[config.mk]
export PLATFORM = sky130hd
export DESIGN_NAME = lsu_axil_master_flat
export DESIGN_NICKNAME = d
export VERILOG_FILES = /design/src/rtl/mem_pkg.sv /design/src/rtl/lsu_axil_master_if.sv /design/src/rtl/lsu_lane.sv /design/src/rtl/lsu_axil_master.sv /design/src/flat_wrapper.sv
export SDC_FILE = /design/constraint.sdc
export NUM_CORES = 1
export LEC_CHECK = 0
export CAP_MARGIN = 10
export CORE_MARGIN = 5
export CORE_UTILIZATION = 41
export CTS_CLUSTER_DIAMETER = 80
export DETAILED_ROUTE_END_ITERATION = 8
export PLACE_DENSITY = 0.77
export SLEW_MARGIN = 0
export SYNTH_ARGS = -nofsm -noshare
export SYNTH_HDL_FRONTEND = slang
export SYNTH_SLANG_ARGS = --single-unit
[constraint.sdc]
create_clock -name clk -period 2.1 [get_ports clk]
set_input_delay 0.42 -clock clk [delete_from_list [all_inputs] [get_ports clk]]
set_output_delay 0.42 -clock clk [all_outputs]
set_load 0.02 [all_outputs]
[src/rtl/mem_pkg.sv]
// rtl/mem_pkg.sv - shared MemOp codes, FSM states and AXI response constants for the LSU
package mem_pkg;

  localparam logic [2:0] MEMOP_B  = 3'b000;
  localparam logic [2:0] MEMOP_H  = 3'b001;
  localparam logic [2:0] MEMOP_W  = 3'b010;
  localparam logic [2:0] MEMOP_BU = 3'b100;
  localparam logic [2:0] MEMOP_HU = 3'b101;

  localparam logic [1:0] AXI_RESP_OKAY = 2'b00;

  typedef enum logic [2:0] {
    ST_IDLE,
    ST_AR,
    ST_R,
    ST_AWW,
    ST_B,
    ST_RESP
  } lsu_state_t;

  // True when the request can never reach the bus: unknown MemOp or a misaligned halfword/word.
  function automatic logic memop_bad(input logic [2:0] memop, input logic [1:0] off);
    case (memop)
      MEMOP_B, MEMOP_BU: memop_bad = 1'b0;
      MEMOP_H, MEMOP_HU: memop_bad = off[0];
      MEMOP_W:           memop_bad = (off != 2'b00);
      default:           memop_bad = 1'b1;
    endcase
  endfunction

endpackage

[src/rtl/lsu_axil_master_if.sv]
// rtl/lsu_axil_master_if.sv - AXI4-Lite channel bundle between the LSU and data memory
interface lsu_axil_master_if #(
  parameter int ADDR_W = 32,
  parameter int DATA_W = 32
);

  logic                  awvalid;
  logic                  awready;
  logic [ADDR_W-1:0]     awaddr;
  logic                  wvalid;
  logic                  wready;
  logic [DATA_W-1:0]     wdata;
  logic [DATA_W/8-1:0]   wstrb;
  logic                  bvalid;
  logic                  bready;
  logic [1:0]            bresp;
  logic                  arvalid;
  logic                  arready;
  logic [ADDR_W-1:0]     araddr;
  logic                  rvalid;
  logic                  rready;
  logic [DATA_W-1:0]     rdata;
  logic [1:0]            rresp;

  modport master (
    output awvalid, awaddr, wvalid, wdata, wstrb, bready, arvalid, araddr, rready,
    input  awready, wready, bvalid, bresp, arready, rvalid, rdata, rresp
  );

  modport slave (
    input  awvalid, awaddr, wvalid, wdata, wstrb, bready, arvalid, araddr, rready,
    output awready, wready, bvalid, bresp, arready, rvalid, rdata, rresp
  );

endinterface

[src/rtl/lsu_lane.sv]
// rtl/lsu_lane.sv - byte-lane placement for stores and extraction/extension for loads
module lsu_lane
  import mem_pkg::*;
(
  input  logic [2:0]  memop,
  input  logic [1:0]  off,
  input  logic [31:0] st_data,
  input  logic [31:0] ld_data,
  output logic [31:0] st_wdata,
  output logic [3:0]  st_wstrb,
  output logic [31:0] ld_ext
);

  logic [31:0] ld_shifted;

  // Store side: BU/HU share B/H lane rules because only memop[1:0] selects the size.
  always_comb begin
    st_wdata = st_data << {off, 3'b000};
    case (memop[1:0])
      2'b00:   st_wstrb = 4'b0001 << off;
      2'b01:   st_wstrb = 4'b0011 << off;
      default: st_wstrb = 4'b1111;
    endcase
  end

  // Load side: bring the addressed lane down to bit 0, then extend per MemOp.
  always_comb begin
    ld_shifted = ld_data >> {off, 3'b000};
    case (memop)
      MEMOP_B:  ld_ext = {{24{ld_shifted[7]}}, ld_shifted[7:0]};
      MEMOP_H:  ld_ext = {{16{ld_shifted[15]}}, ld_shifted[15:0]};
      MEMOP_BU: ld_ext = {24'd0, ld_shifted[7:0]};
      MEMOP_HU: ld_ext = {16'd0, ld_shifted[15:0]};
      default:  ld_ext = ld_shifted;
    endcase
  end

endmodule

[src/rtl/lsu_axil_master.sv]
// rtl/lsu_axil_master.sv - single-outstanding load/store initiator on an AXI4-Lite master port
module lsu_axil_master
  import mem_pkg::*;
#(
  parameter int ADDR_W = 32,
  parameter int DATA_W = 32
) (
  input  logic              clk,
  input  logic              rst_n,
  input  logic              req_valid,
  output logic              req_ready,
  input  logic              req_wen,
  input  logic [2:0]        req_memop,
  input  logic [ADDR_W-1:0] req_addr,
  input  logic [DATA_W-1:0] req_wdata,
  output logic              resp_valid,
  output logic [DATA_W-1:0] resp_rdata,
  output logic              resp_err,
  lsu_axil_master_if.master axi
);

  lsu_state_t  state;
  logic [2:0]  memop_q;
  logic [1:0]  off_q;

  logic [2:0]  lane_memop;
  logic [1:0]  lane_off;
  logic [31:0] lane_wdata;
  logic [3:0]  lane_wstrb;
  logic [31:0] lane_ld;

  // In IDLE the lane works on the live request so store data can be registered at accept;
  // afterwards it works on the latched request to extract the returning load data.
  always_comb begin
    lane_memop = (state == ST_IDLE) ? req_memop     : memop_q;
    lane_off   = (state == ST_IDLE) ? req_addr[1:0] : off_q;
  end

  lsu_lane u_lane (
    .memop    (lane_memop),
    .off      (lane_off),
    .st_data  (req_wdata),
    .ld_data  (axi.rdata),
    .st_wdata (lane_wdata),
    .st_wstrb (lane_wstrb),
    .ld_ext   (lane_ld)
  );

  // Transaction sequencer; every bus and response output is a register written here.
  always_ff @(posedge clk or negedge rst_n) begin
    if (!rst_n) begin
      state       <= ST_IDLE;
      memop_q     <= '0;
      off_q       <= '0;
      req_ready   <= 1'b1;
      resp_valid  <= 1'b0;
      resp_rdata  <= '0;
      resp_err    <= 1'b0;
      axi.awvalid <= 1'b0;
      axi.awaddr  <= '0;
      axi.wvalid  <= 1'b0;
      axi.wdata   <= '0;
      axi.wstrb   <= '0;
      axi.bready  <= 1'b0;
      axi.arvalid <= 1'b0;
      axi.araddr  <= '0;
      axi.rready  <= 1'b0;
    end else begin
      case (state)
        ST_IDLE: begin
          if (req_valid) begin
            req_ready <= 1'b0;
            memop_q   <= req_memop;
            off_q     <= req_addr[1:0];
            if (memop_bad(req_memop, req_addr[1:0])) begin
              resp_valid <= 1'b1;
              resp_err   <= 1'b1;
              resp_rdata <= '0;
              state      <= ST_RESP;
            end else if (req_wen) begin
              axi.awvalid <= 1'b1;
              axi.wvalid  <= 1'b1;
              axi.awaddr  <= {req_addr[ADDR_W-1:2], 2'b00};
              axi.wdata   <= lane_wdata;
              axi.wstrb   <= lane_wstrb;
              state       <= ST_AWW;
            end else begin
              axi.arvalid <= 1'b1;
              axi.araddr  <= {req_addr[ADDR_W-1:2], 2'b00};
              state       <= ST_AR;
            end
          end
        end
        ST_AR: begin
          if (axi.arready) begin
            axi.arvalid <= 1'b0;
            axi.rready  <= 1'b1;
            state       <= ST_R;
          end
        end
        ST_R: begin
          if (axi.rvalid) begin
            axi.rready <= 1'b0;
            resp_valid <= 1'b1;
            if (axi.rresp != AXI_RESP_OKAY) begin
              resp_err   <= 1'b1;
              resp_rdata <= '0;
            end else begin
              resp_err   <= 1'b0;
              resp_rdata <= lane_ld;
            end
            state <= ST_RESP;
          end
        end
        ST_AWW: begin
          if (axi.awvalid && axi.awready) axi.awvalid <= 1'b0;
          if (axi.wvalid && axi.wready)   axi.wvalid  <= 1'b0;
          // A channel counts as done if it already dropped or hands off this cycle.
          if ((!axi.awvalid || axi.awready) && (!axi.wvalid || axi.wready)) begin
            axi.bready <= 1'b1;
            state      <= ST_B;
          end
        end
        ST_B: begin
          if (axi.bvalid) begin
            axi.bready <= 1'b0;
            resp_valid <= 1'b1;
            resp_err   <= (axi.bresp != AXI_RESP_OKAY);
            resp_rdata <= '0;
            state      <= ST_RESP;
          end
        end
        ST_RESP: begin
          resp_valid <= 1'b0;
          req_ready  <= 1'b1;
          state      <= ST_IDLE;
        end
        default: begin
          state     <= ST_IDLE;
          req_ready <= 1'b1;
        end
      endcase
    end
  end

endmodule

[src/flat_wrapper.sv]
// flat-port wrapper written by rule: the top's interface ports become plain ports
module lsu_axil_master_flat import mem_pkg::*;
#(
  parameter int ADDR_W = 32,
  parameter int DATA_W = 32
)
  (clk, rst_n, req_valid, req_ready, req_wen, req_memop, req_addr, req_wdata, resp_valid, resp_rdata, resp_err, axi_awvalid, axi_awaddr, axi_wvalid, axi_wdata, axi_wstrb, axi_bready, axi_arvalid, axi_araddr, axi_rready, axi_awready, axi_wready, axi_bvalid, axi_bresp, axi_arready, axi_rvalid, axi_rdata, axi_rresp);
  lsu_axil_master_if #(.ADDR_W(ADDR_W), .DATA_W(DATA_W)) axi_i ();
  input  logic clk;
  input  logic rst_n;
  input  logic req_valid;
  output logic req_ready;
  input  logic req_wen;
  input  logic [2:0] req_memop;
  input  logic [ADDR_W-1:0] req_addr;
  input  logic [DATA_W-1:0] req_wdata;
  output logic resp_valid;
  output logic [DATA_W-1:0] resp_rdata;
  output logic resp_err;
  output wire logic [$bits(axi_i.awvalid)-1:0] axi_awvalid;
  output wire logic [$bits(axi_i.awaddr)-1:0] axi_awaddr;
  output wire logic [$bits(axi_i.wvalid)-1:0] axi_wvalid;
  output wire logic [$bits(axi_i.wdata)-1:0] axi_wdata;
  output wire logic [$bits(axi_i.wstrb)-1:0] axi_wstrb;
  output wire logic [$bits(axi_i.bready)-1:0] axi_bready;
  output wire logic [$bits(axi_i.arvalid)-1:0] axi_arvalid;
  output wire logic [$bits(axi_i.araddr)-1:0] axi_araddr;
  output wire logic [$bits(axi_i.rready)-1:0] axi_rready;
  input wire logic [$bits(axi_i.awready)-1:0] axi_awready;
  input wire logic [$bits(axi_i.wready)-1:0] axi_wready;
  input wire logic [$bits(axi_i.bvalid)-1:0] axi_bvalid;
  input wire logic [$bits(axi_i.bresp)-1:0] axi_bresp;
  input wire logic [$bits(axi_i.arready)-1:0] axi_arready;
  input wire logic [$bits(axi_i.rvalid)-1:0] axi_rvalid;
  input wire logic [$bits(axi_i.rdata)-1:0] axi_rdata;
  input wire logic [$bits(axi_i.rresp)-1:0] axi_rresp;
  assign axi_awvalid = axi_i.awvalid;
  assign axi_awaddr = axi_i.awaddr;
  assign axi_wvalid = axi_i.wvalid;
  assign axi_wdata = axi_i.wdata;
  assign axi_wstrb = axi_i.wstrb;
  assign axi_bready = axi_i.bready;
  assign axi_arvalid = axi_i.arvalid;
  assign axi_araddr = axi_i.araddr;
  assign axi_rready = axi_i.rready;
  assign axi_i.awready = axi_awready;
  assign axi_i.wready = axi_wready;
  assign axi_i.bvalid = axi_bvalid;
  assign axi_i.bresp = axi_bresp;
  assign axi_i.arready = axi_arready;
  assign axi_i.rvalid = axi_rvalid;
  assign axi_i.rdata = axi_rdata;
  assign axi_i.rresp = axi_rresp;
  lsu_axil_master #(.ADDR_W(ADDR_W), .DATA_W(DATA_W)) u_core (.clk(clk), .rst_n(rst_n), .req_valid(req_valid), .req_ready(req_ready), .req_wen(req_wen), .req_memop(req_memop), .req_addr(req_addr), .req_wdata(req_wdata), .resp_valid(resp_valid), .resp_rdata(resp_rdata), .resp_err(resp_err), .axi(axi_i));
endmodule
==> results.yml <==
grt:
  global_route_wire_length_before_repair_um: 37700
  grt_usage_pct: 23.9
  vias_in_the_first_global_route: 6695
  maximum_number_of_pins_on_one_net_before_global_route_repair: 44
  number_of_antenna_violations_at_the_first_check_in_global_routing: 2
  grt.overflow.total: 0
cts:
  h-tree-depth: 4
  clk-insertion-delay-late_ns: 0.43
  tritoncts: "yes"
  tritoncts.num_buffers: 17
  cts.sinks: 144
  root_buffer: "sky130_fd_sc_hd__clkbuf_16"
  path_clk_slew_ns: 0.07
  cts.path.max_buffers: 2
die:
  fp-row-count: 48
  placeableCoreArea_mm2: 0.0172
  floorplan.die_area_mm2: 0.0202
  die_width_um: 142
  start_util_pct: 41.6
  chipHeight_um: 142
  ios: 252
synthesis:
  synthArstFlopShare_pct: 100
  synth-edff-count: 0
  synth_seq_area_share_pct: 50.4
  syn_area_mm2: 0.00715
  synth-seq-cells: 144
  synth_flop_cell: "sky130_fd_sc_hd__dfrtp_1"
  synth_cells: 666
  synth_unique_cells: 61
  post_synth.cell_area_avg_um2: 10.7
  synth-warning-count: 0
placed_design:
  dp.final_hpwl_um: 18900
  place.detailed.instances: 1182
  gp_congestion: 0.899
  place_area_mm2: 0.0105
  io_buffer_count: 247
layout:
  design_area_mm2: 0.0112
  nets: 1092
  utilization_pct: 65.3
  synthToLayoutAreaGrowth_pct: 56.9
  layoutNonFillerInstCount: 1219
  drive_gt1_share_pct: 19.2
setup_path:
  critical_path_start_end_classification: "reg2reg"
  worstPathMaxFanout: 30
  cp.buffers_inverters: 2
  crit-reg2reg-launch: "u_core.state[2]$_DFFE_PN0P_"
  critical_path.top_delay_family: "simple AND/OR/NAND/NOR gates"
  timing.critical_path.to_type: "flop"
  critPathRequiredTime_ns: 2.41
  setup.worst_path.start_class: "flop"
  crit_chain: "buf_12 -> nor4b_4 -> or3b_4 -> buf_12 -> mux2_4"
  critical-path-slowest-cell: "sky130_fd_sc_hd__dfrtp_2"
  ff2ff_setup_slack_ns: 0.05
  critical_path_data_arrival_time_ns: 2.36
  critical_path.most_common_cell: "sky130_fd_sc_hd__buf_12"
  rr_endpoint: "u_core.axi.araddr[23]$_DFFE_PN0P_"
  r2r.worst_path.cells: 5
  critical_path.max_stage_delay_ns: 0.51
sta:
  max_slew.worst_pin.slew_ns: 0.549
  timing.final.crit_share_pct: 97.6
  clock_skew_ns: 0.00913
  slew-limit-headroom_pct: 62.4
  timing.final.setup_violations: 0
  timing.final.hold_violations: 0
  fin_crit_ns: 2.05
  grt_setup_unrepaired: "true"
  clock.fmax_mhz: 488
  final_max_slew_viol_count: 0
  holdWs_ns: 0.473
route:
  wire_per_inst_um: 20.2
  final_antenna_net_count: 0
  drt_wl_total_um: 24600
  detail_route.vias_per_cell: 5.41
  detail_route.iter0.violations: 441
  post-route-drc-count: 0
  detailedRoute.firstPassIterationCount: 5
  vias: 6590
power:
  total_power_mw: 16.7
  static-leakage-power_nw: 5.08
  powerDensity_mw_per_mm2: 1490
  ir_worst_vdd_uv: 841
outcome:
  outcome: "complete, no violations"
run:
  maxCapViolCount: 0
hold_path:
  worstHoldPathCells: 2
  hold_path_class: "reg2reg"
  hold-path-endpoint: "u_core.axi.awaddr[5]$_DFFE_PN0P_"
  worst_hold_launch: "u_core.axi.awaddr[5]$_DFFE_PN0P_"
how the worst max path moves through the flow:
stage                                           start                                 to  depth (start not counted)
after floorplan           u_core.state[1]$_DFFE_PN0P_  u_core.axi.araddr[10]$_DFFE_PN0P_                          5
after global placement                    req_addr[1]  u_core.axi.araddr[29]$_DFFE_PN0P_                          6
after detailed placement                  req_addr[1]  u_core.axi.araddr[22]$_DFFE_PN0P_                          6
after CTS                 u_core.state[0]$_DFFE_PN0P_  u_core.axi.araddr[17]$_DFFE_PN0P_                          5
after global routing      u_core.state[2]$_DFFE_PN0P_  u_core.axi.araddr[17]$_DFFE_PN0P_                          5
final                     u_core.state[2]$_DFFE_PN0P_  u_core.axi.araddr[23]$_DFFE_PN0P_                          5
flip-flops by register name, summed over array words and instances (netlist names):
signal              cells
u_core.axi.araddr      30
u_core.axi.arvalid      1
u_core.axi.awaddr      30
u_core.axi.awvalid      1
u_core.axi.bready       1
u_core.axi.rready       1
u_core.axi.wdata       32
u_core.axi.wstrb        4
u_core.axi.wvalid       1
u_core.memop_q          3
u_core.off_q            2
u_core.req_ready        1
u_core.resp_err         1
u_core.resp_rdata      32
u_core.resp_valid       1
u_core.state            3
cells by family (layout without fill, tap and decap cells):
logic type	after synthesis	after routing	synth area share, %
AND/OR/NAND/NOR	199	199	13.1
AO/OA/AOI/OAI	163	163	16.7
flip-flops	144	144	50.4
multiplexers	90	90	15.2
buffers and inverters	69	393	4.57
other	1	5	0.0525
power by group:
part	internal (mW)	switching (mW)	leakage (nW)	total, mW
Combinational	4.49	4.61	2.97	9.11
Clock	1.60	1.41	0.284	3.01
Sequential	3.85	0.762	1.82	4.61
Total	9.94	6.78	5.08	16.7
tightest hold or removal path, cell delays in order (launching register included):
cell and delay [ns]:
sky130_fd_sc_hd__dfrtp_1 0.34, sky130_fd_sc_hd__nand2_1 0.05, sky130_fd_sc_hd__nand2_1 0.05
per-stage QoR:
stage | TNS [ns] | setup WS [ns]
6_report | 0 | 0.0503
5_1_grt | -0.240 | -0.0230
4_1_cts | 0 | 0.0102
3_5_place_dp | -40.21 | -0.406
3_3_place_gp | -35.86 | -0.347
2_1_floorplan | 0 | 0.0698
routing by layer:
| metal | routed length (µm) | part of all wire [%] | GRT usage [%] | up-vias |
|---|---|---|---|---|
| met5 | 21 | 0.085 | 0 | - |
| li1 | - | - | - | 3065 |
| met2 | 12100 | 49 | 40.0 | 294 |
| met3 | 2240 | 9.1 | 7.12 | 36 |
| met1 | 9890 | 40 | 30.0 | 3191 |
| met4 | 416 | 1.7 | 7.12 | 4 |
what timing repair did:
item	CTS	global route
buffers inserted	0	3
pin swaps	0	1
hold buffers	1	0
gates resized for setup	4	11
hold endpoints to repair	38	0
endpoints found under the setup margin	19	96
cloned	0	0
Yosys cell counts, drive strengths merged, types with 2 or more instances:
library cell | instances | area (µm²)
a211o | 2 | 17.5
a211oi | 9 | 72.6
a21boi | 8 | 60.1
a21oi | 22 | 114
a22o | 9 | 78.8
a22oi | 8 | 60.1
a2bb2oi | 2 | 23.8
a31oi | 4 | 25.0
and3 | 16 | 100
buf | 29 | 176
clkbuf | 18 | 67.6
dfrtp | 143 | 3580
inv | 22 | 82.6
mux2 | 38 | 541
mux2i | 50 | 500
mux4 | 2 | 45.0
nand2 | 114 | 430
nand2b | 2 | 12.5
nand3 | 8 | 40.0
nand3b | 3 | 22.5
nor2 | 31 | 116
nor3 | 8 | 50.1
nor4 | 3 | 31.3
nor4b | 3 | 47.5
o211a | 2 | 20.0
o211ai | 3 | 27.5
o21ai | 33 | 165
o221ai | 32 | 280
o2bb2ai | 7 | 61.3
o31a | 3 | 26.3
o31ai | 11 | 82.6
o32a | 2 | 20.0
or3 | 3 | 18.8
or4b | 2 | 20.0
area by class of cell:
cell class,instances,area (µm²)
diodes,1,2.50
fillers,1345,5960
well taps,225,282
flip-flops and latches,144,3610
inverters,22,82.6
clock buffers,17,425
clock inverters,15,161
multi-input cells,456,3290
repair buffers,339,3360
placed cells by master, fill, tap and decap left out, types with 7 or more instances in the layout:
cell type                           n
sky130_fd_sc_hd__a22o_1             9
sky130_fd_sc_hd__dfrtp_1          140
sky130_fd_sc_hd__a21oi_1           21
sky130_fd_sc_hd__mux2i_1           49
sky130_fd_sc_hd__o221ai_1          32
sky130_fd_sc_hd__mux2_2             8
sky130_fd_sc_hd__o2bb2ai_1          7
sky130_fd_sc_hd__buf_12            15
sky130_fd_sc_hd__clkbuf_16         17
sky130_fd_sc_hd__buf_4             74
sky130_fd_sc_hd__a22oi_1            8
sky130_fd_sc_hd__o31ai_1           10
sky130_fd_sc_hd__mux2_4            30
sky130_fd_sc_hd__and3_1            16
sky130_fd_sc_hd__nand2_1          111
sky130_fd_sc_hd__nand3_1            8
sky130_fd_sc_hd__inv_8              7
sky130_fd_sc_hd__clkdlybuf4s50_1  245
sky130_fd_sc_hd__nor2_1            30
sky130_fd_sc_hd__o21ai_0           33
sky130_fd_sc_hd__a211oi_1           8
sky130_fd_sc_hd__inv_1             22
No activity file was read; power rests on OpenSTA's default activity.
